## config.mk

```make
export PLATFORM = sky130hd
export DESIGN_NAME = ps2_digit_cursor_ctrl
export DESIGN_NICKNAME = d
export VERILOG_FILES = /design/src/rtl/ps2_digit_cursor_ctrl.sv
export SDC_FILE = /design/constraint.sdc
export NUM_CORES = 1
export LEC_CHECK = 0
export CORE_MARGIN = 1.5
export CORE_UTILIZATION = 54
export DETAILED_ROUTE_END_ITERATION = 7
export PLACE_DENSITY = 0.77
export SYNTH_ARGS = -nofsm -noshare
export SYNTH_HDL_FRONTEND = slang
export SYNTH_SLANG_ARGS = --single-unit
```

## constraint.sdc

```tcl
create_clock -name iVGA_CLK -period 3.35 [get_ports iVGA_CLK]
set_clock_uncertainty 0.2 [all_clocks]
set_input_delay 0.5025 -clock iVGA_CLK [delete_from_list [all_inputs] [get_ports iVGA_CLK]]
set_output_delay 0.5025 -clock iVGA_CLK [all_outputs]
set_load 0.05 [all_outputs]
```

## src/rtl/ps2_digit_cursor_ctrl.sv

```systemverilog
// ps2_digit_cursor_ctrl: PS/2 set-2 decoder driving a digit/cursor shadow that commits on vsync falling edge
module ps2_digit_cursor_ctrl #(
  parameter int STEP    = 40,
  parameter int X_MAX   = 600,
  parameter int Y_MAX   = 440,
  parameter int TIMEOUT = 1000000
) (
  input  logic       iVGA_CLK,
  input  logic       iRST_N,
  input  logic [7:0] iscan,
  input  logic       iscan_valid,
  input  logic       iVGA_VS,
  output logic [7:0] oascii,
  output logic [9:0] ocur_x,
  output logic [9:0] ocur_y,
  output logic       opending
);
  localparam int TW = $clog2(TIMEOUT + 1);
  typedef enum logic [1:0] {IDLE, EXT, BRK, EXT_BRK} state_t;
  state_t state, state_n;
  logic [TW-1:0] tcnt, tcnt_n;
  logic vs_s, vs_h, commit, norm, ext, tmo;
  logic [7:0] sh_ascii, sh_ascii_n, ascii_n;
  logic [9:0] sh_x, sh_x_n, sh_y, sh_y_n, x_n, y_n;
  logic [10:0] x_up, y_up;
  assign commit = vs_h & ~vs_s;
  assign tmo    = tcnt == TW'(TIMEOUT - 1);
  assign x_up   = {1'b0, sh_x} + 11'(STEP);
  assign y_up   = {1'b0, sh_y} + 11'(STEP);
  always_comb begin
    state_n = state;
    tcnt_n  = tcnt;
    norm    = 1'b0;
    ext     = 1'b0;
    if (iscan_valid) begin
      tcnt_n = '0;
      case (state)
        IDLE: begin
          state_n = iscan == 8'hE0 ? EXT : iscan == 8'hF0 ? BRK : IDLE;
          norm    = iscan != 8'hE0 && iscan != 8'hF0;
        end
        EXT: begin
          state_n = iscan == 8'hF0 ? EXT_BRK : IDLE;
          ext     = iscan != 8'hF0;
        end
        default: state_n = IDLE;
      endcase
    end else if (state != IDLE) begin
      tcnt_n  = tmo ? '0 : tcnt + 1'b1;
      state_n = tmo ? IDLE : state;
    end
  end
  always_comb begin
    sh_ascii_n = sh_ascii;
    sh_x_n     = sh_x;
    sh_y_n     = sh_y;
    if (norm)
      case (iscan)
        8'h45: sh_ascii_n = 8'h30;
        8'h16: sh_ascii_n = 8'h31;
        8'h1E: sh_ascii_n = 8'h32;
        8'h26: sh_ascii_n = 8'h33;
        8'h25: sh_ascii_n = 8'h34;
        8'h2E: sh_ascii_n = 8'h35;
        8'h36: sh_ascii_n = 8'h36;
        8'h3D: sh_ascii_n = 8'h37;
        8'h3E: sh_ascii_n = 8'h38;
        8'h46: sh_ascii_n = 8'h39;
        8'h76: begin
          sh_x_n = '0;
          sh_y_n = '0;
        end
        default: ;
      endcase
    if (ext)
      case (iscan)
        8'h6B: sh_x_n = {1'b0, sh_x} < 11'(STEP) ? '0 : sh_x - 10'(STEP);
        8'h74: sh_x_n = x_up > 11'(X_MAX) ? 10'(X_MAX) : x_up[9:0];
        8'h75: sh_y_n = {1'b0, sh_y} < 11'(STEP) ? '0 : sh_y - 10'(STEP);
        8'h72: sh_y_n = y_up > 11'(Y_MAX) ? 10'(Y_MAX) : y_up[9:0];
        default: ;
      endcase
  end
  // commit copies the pre-event shadow, so a same-cycle event waits a frame
  assign ascii_n = commit ? sh_ascii : oascii;
  assign x_n     = commit ? sh_x : ocur_x;
  assign y_n     = commit ? sh_y : ocur_y;
  always_ff @(posedge iVGA_CLK or negedge iRST_N)
    if (!iRST_N) begin
      state    <= IDLE;
      tcnt     <= '0;
      vs_s     <= 1'b1;
      vs_h     <= 1'b1;
      sh_ascii <= 8'h30;
      sh_x     <= '0;
      sh_y     <= '0;
      oascii   <= 8'h30;
      ocur_x   <= '0;
      ocur_y   <= '0;
      opending <= 1'b0;
    end else begin
      state    <= state_n;
      tcnt     <= tcnt_n;
      vs_s     <= iVGA_VS;
      vs_h     <= vs_s;
      sh_ascii <= sh_ascii_n;
      sh_x     <= sh_x_n;
      sh_y     <= sh_y_n;
      oascii   <= ascii_n;
      ocur_x   <= x_n;
      ocur_y   <= y_n;
      opending <= {sh_ascii_n, sh_x_n, sh_y_n} != {ascii_n, x_n, y_n};
    end
endmodule

```

## Word level (Yosys, flattened, before mapping)

Index checks and enable logic that the tools add are counted.

- Bits in registers: 81
- Latch bits: 0
- Memory bits (writable): 0
- Memory bits (read-only): 0
- Bits of input ports: 12
- Output and inout port bits: 29
- Word-level logic and storage cells: 81
- Memories: 0

- Add/sub/neg operators: 5
- Multiply operators: 0
- Divide/modulo/power cells: 0
- Order comparisons: 4
- Equal/unequal tests: 22
- Shift-type cells: 0
- Mux-type cells: 31
- Bitwise operators: 2
- Reductions and logical operators: 6

Operators by type and width:

| cell | count |
|---|---|
| two-way mux 10 bit | 12 |
| case mux 8 bit (10 select lines) | 1 |
| two-way mux 20 bit | 3 |
| equality test 8 x 7 -> 1 bit, second input constant | 7 |
| equality test 8 x 6 -> 1 bit, second input constant | 6 |
| case mux 10 bit (2 select lines) | 2 |
| != test 28 bit | 1 |
| adder 10 x 6 -> 11 bit, second input constant | 2 |
| adder 20 x 1 -> 20 bit, second input constant | 1 |
| equality test 20 bit, second input constant | 1 |
| less-than comparator 10 x 6 -> 1 bit, second input constant | 2 |
| subtractor 10 x 6 -> 10 bit, second input constant | 2 |
| equality test 8 x 5 -> 1 bit, second input constant | 2 |
| equality test 8 bit, second input constant | 2 |
| two-way mux 8 bit | 2 |
| != test 8 bit, second input constant | 2 |
| two-way mux 2 bit | 6 |
| greater-than comparator 11 x 10 -> 1 bit, second input constant | 1 |
| greater-than comparator 11 x 9 -> 1 bit, second input constant | 1 |
| nonzero test 2 bit | 3 |
| two-way mux 1 bit | 4 |
| case mux 2 bit (2 select lines) | 1 |
| equality test 2 x 1 -> 1 bit, second input constant | 1 |
| logical NOT 2 bit | 1 |
| other kinds (4) | 4 |

## Depth between registers and ports, before layout

- Depth after elaboration: 8
- Gate-level depth with buffers: 13
- Depth with buffers taken out: 11

## Least setup slack after synthesis

OpenSTA, ideal clock, no wires.

- Path type: register -> register
- Start point: register sh_y[4]
- End point: register opending
- Setup time: 0.129 ns
- Arrival: 3.084 ns
- Data required time: 3.021 ns
- Slack: -0.063 ns
- Cell stages (with the launch flop): 12
- Path buffers: 0
- Period minus slack after synthesis: 3.413 ns
- Cells stage by stage: dfrtp_1 -> inv_1 -> ha_1 -> or4b_1 -> o211a_1 -> o21a_1 -> o21a_1 -> o211a_1 -> o31a_1 -> or4_1 -> nor4_1 -> nand2_1

- Word-level cells in the longest chain between the ends: 6
- Elaborated cells on any way between the ends: 12
- Classes of those cells: 2 x add/sub; 2 x order compare; 1 x eq/ne; 7 x mux

Ends and longest elaborated chain:

| item | line | text |
|---|---|---|
| from (decl) | 24 | `logic [9:0] sh_x, sh_x_n, sh_y, sh_y_n, x_n, y_n;` |
| from (signal assigned) | 108 | `sh_y <= sh_y_n;` |
| adder 10 x 6 -> 11 bit | 29 | `assign y_up = {1'b0, sh_y} + 11'(STEP);` |
| greater-than comparator 11 x 9 -> 1 bit | 80 | `8'h72: sh_y_n = y_up > 11'(Y_MAX) ? 10'(Y_MAX) : y_up[9:0];` |
| two-way mux 10 bit | 80 |  |
| case mux 10 bit (2 select lines) | 76 | `case (iscan)` |
| two-way mux 10 bit | 75 | `if (ext)` |
| != test 28 bit (*) | 112 | `opending <= {sh_ascii_n, sh_x_n, sh_y_n} != {ascii_n, x_n, y_n};` |
| to (signal assigned) | 112 |  |
| to (decl) | 16 | `output logic opending` |

Mark *: on every way between the ends. The rest lies on a longest branch, timed or not.
A chain may end at the register's enable or synchronous reset.

## Worst setup path after layout

- Start point: input iscan[4]
- End point: register opending

- Word-level cells in the longest chain between the ends: 8
- Elaborated cells on any way between the ends: 33
- Classes of those cells: 18 x eq/ne; 14 x mux; 1 x reduce/logical

Ends and longest elaborated chain:

| item | line | text |
|---|---|---|
| from (decl) | 10 | `input logic [7:0] iscan,` |
| != test 8 bit (on tied branches) | 40, 44 |  |
| logical AND 1 bit | 40 | `norm = iscan != 8'hE0 && iscan != 8'hF0;` |
| two-way mux 1 bit | 37 | `case (state)` |
| two-way mux 1 bit | 35 | `if (iscan_valid) begin` |
| two-way mux 10 bit | 57 | `if (norm)` |
| case mux 10 bit (2 select lines) | 76 |  |
| two-way mux 10 bit | 75 |  |
| != test 28 bit (*) | 112 |  |

Marks and branches as above.

==> impl_metrics.py <==
metrics = {
    "clock_network": {
        "clockRootBuffer": "clkbuf_8",
        "insertion_delay_ns": 0.37,
        "cts.sinks": 81,
        "cts_buffers": 9,
        "htreeDepth": 3,
        "clockBufferDepth": 2,
        "cts_tree": "yes",
        "clkTransAtPathRegs_ns": 0.08,
    },
    "final_layout": {
        "multiInputGateArea_um2": 3530,
        "layout-drive-gt1-share": 0.266,
        "area_delta_synth_final_pct": 35.4,
        "fill_cells": 747,
        "design_area_um2": 7560,
        "regArea_um2": 2040,
        "final_cell_count_no_fill": 959,
        "nNetsFinal": 841,
        "diodes": 0,
    },
    "detailed_routing": {
        "wl_per_cell_um": 18.4,
        "vias": 5882,
        "drtPass1Iterations": 7,
        "viasPerCell": 6.13,
        "wl_mm": 17.7,
        "drc_errors": 0,
        "first_iter_violations": 500,
        "drtAntennaViolNets": 0,
    },
    "pwr": {
        "pwr-share-comb": 0.168,
        "p_per_area_nw_per_um2": 293,
        "seqPwrFrac": 0.476,
        "ir_drop_mv": 0.306,
        "power_uw": 2220,
        "p_leak_uw": 0.00337,
        "intPower_uw": 1590,
        "p_sw_uw": 626,
        "pwr-share-clk": 0.356,
        "p_sw_frac": 0.282,
    },
    "worst_hold_path": {
        "min_to": "vs_h",
        "hp-start": "vs_s",
        "hold_path_class": "reg2reg",
        "hold_depth": 0,
    },
    "logic_synthesis": {
        "ys_top_cells_by_area": "dfrtp_1, nand2_1, o21ai_0",
        "synth_edf_count": 0,
        "ys_seq_elements": 81,
        "netlist_area_um2": 5580,
        "synth_cells": 662,
        "async_flop_share": 1.00,
        "seq_area_frac_synth": 0.364,
        "yosys_warnings": 0,
        "synthDistinctLibCells": 79,
        "yosysTopAreaCellShare": 0.336,
        "postSynthAreaPerCell_um2": 8.43,
        "synth_ff_type": "dfrtp_1",
        "synth_nets": 681,
        "synth_area_leader_cell": "dfrtp_1",
    },
    "setup_path": {
        "worstPathArrival_ns": 3.46,
        "r2r-end": "opending",
        "ff2ff_path_depth": 12,
        "r2r_slack_ns": -0.02,
        "crit_fanout": 10,
        "reg2reg_from": "sh_x[3]",
        "start_kind": "input port",
        "cp-end-kind": "register",
        "path_class": "in2reg",
        "worstPathRequired_ns": 3.41,
    },
    "global_routing": {
        "grt_pass1_wl_mm": 28.4,
        "grt_usage": 0.322,
        "grt_pass1_vias": 5834,
        "antenna_found_initial": 0,
        "grt_overflow": 0,
        "grt_max_degree": 50,
    },
    "place": {
        "place_ws_ns": -0.683,
        "dp.cells": 928,
        "dpl-instance-area_um2": 6990,
        "port_buffers": 40,
        "gp_congestion": 0.961,
        "hpwl_mm": 12.8,
    },
    "sta": {
        "worst_slew_pin_slew_ns": 0.708,
        "hold_viol": 0,
        "rsz0062_at_grt": "yes",
        "max_freq_ghz": 0.294,
        "fin_crit_ns": 3.40,
        "slew_headroom": 0.523,
        "slew_viol_final": 0,
        "fin_crit_sh": 1.02,
        "setup_violations": 1,
        "layout_setup_ws_ns": -0.0546,
    },
    "floorplanning": {
        "io_pins": 41,
        "initial_core_util": 0.563,
        "die_width_um": 105,
        "coreArea_um2": 9910,
        "placementRows": 36,
        "die_h_um": 105,
        "die-area_um2": 11000,
    },
    "run_status": {
        "status": "complete, but fails checks",
        "violations": "negative setup slack",
    },
    "job": {
        "max_cap_violations": 0,
    },
}
-- layout make-up --
type,count,share of cell area
Tap cell,133,0.0220
Timing Repair Buffer,186,0.203
Inverter,23,0.0114
Clock buffer,10,0.0169
Sequential cell,81,0.269
Clock inverter,5,0.0108
Multi-Input combinational cell,521,0.467
-- worst max-delay path by stage --
stage	from	to	slack [ns]	cells after the start
CTS	sh_y[3]	opending	-0.04	11
global route	iscan[4]	opending	-0.16	12
global placement	iscan[2]	opending	-0.69	13
detailed placement	iscan[1]	opending	-0.68	12
finish	iscan[4]	opending	-0.05	12
floorplan	sh_y[3]	opending	0.007	11
-- cells by family after synthesis --
| group | share of synthesized area |
|---|---|
| xor gates and xnor gates | 0.0345 |
| DFF | 0.364 |
| and+or+nand+nor | 0.275 |
| buffers and inverters | 0.0444 |
| AOI/OAI and AO/OA | 0.243 |
| adders and majority gates | 0.0157 |
| muxes | 0.0229 |
-- layout by cell type, fill, tap and decap left out, types with 5 or more instances in the layout --
master / count
buf_4: 140
nand2_1: 86
dfrtp_1: 74
o21ai_0: 57
nor2_1: 44
clkdlybuf4s50_1: 34
a21oi_1: 26
inv_1: 22
nand3_1: 19
xor2_1: 14
nor3_1: 13
nand4_1: 11
or3_1: 11
o211ai_1: 11
and3_1: 10
a31oi_1: 10
nor2b_1: 10
a21o_1: 10
clkbuf_8: 9
xnor2_1: 8
nand2b_1: 7
and2_1: 7
o31ai_1: 6
nand4b_1: 6
or2_2: 6
a211o_1: 6
mux2i_1: 6
dfstp_2: 6
nand3b_1: 5
nand4bb_1: 5
nor3b_1: 5
o21a_1: 5
ha_1: 5
buf_6: 5
-- stage by stage --
step / utilization / setup TNS (ns) / hold WS [ns]
final: 0.763 / -0.0546 / 0.194
after global placement: 0.705 / -0.690 / 0.187
after global routing: 0.763 / -0.164 / 0.195
after floorplan: - / 0 / 0.00691
after detailed placement: 0.705 / -0.683 / 0.185
after CTS: 0.743 / -0.0430 / 0.193
-- state kept, by name, summed over array words and instances (netlist names) --
name      cells
ocur_x       10
tcnt         20
sh_y         10
vs_s          1
ocur_y       10
sh_x         10
vs_h          1
state         2
oascii        8
opending      1
sh_ascii      8
-- Yosys cell counts, types with 7 or more instances --
library cell,instances
nand2_1,86
dfrtp_1,75
o21ai_0,58
nor2_1,46
a21oi_1,28
clkbuf_1,25
inv_1,23
nand3_1,19
nor3_1,14
xor2_1,14
or3_1,13
and3_1,11
nand4_1,11
nor2b_1,11
o211ai_1,11
a21o_1,10
a31oi_1,10
buf_2,9
xnor2_1,8
and2_1,7
ha_1,7
nand2b_1,7
o31ai_1,7
-- layer usage --
layer,vias up,GRT usage,wire length (um)
li1,2780,-,-
met1,2838,0.414,7480
met2,210,0.537,8540
met3,54,0.0530,1050
met4,0,0.137,590
met5,-,0,0
-- repair_timing --
item / 4_1_cts / 5_1_grt
gates resized for setup: 24 / 31
hold buffers: 1 / 0
hold endpoints to repair: 45 / 0
setup buffers: 7 / 7
pin swaps: 7 / 18
cloned: 0 / 1
endpoints found under the setup margin: 1 / 1
-- power by group through the flow --
| stage | sequential, uW | combinational, uW | clock, uW |
|---|---|---|---|
| 3_5_place_dp | 1070 | 329 | 0 |
| 6_report | 1060 | 372 | 790 |
| 4_1_cts | 1050 | 348 | 800 |
| 2_1_floorplan | 1120 | 138 | 0 |
| 5_1_grt | 1060 | 400 | 839 |
| 3_3_place_gp | 1070 | 323 | 0 |
-- worst max-delay path: stages --
cell and delay, ns:
clkdlybuf4s50_1 0.49, buf_4 0.18, nor2b_1 0.33, a22oi_1 0.15, buf_4 0.17, a2bb2oi_4 0.17, and3_4 0.19, or3_4 0.38
a2111oi_4 0.34, nand4_1 0.18, nor4_2 0.29, nand2_1 0.07
Power figures use the tool's default switching activity.
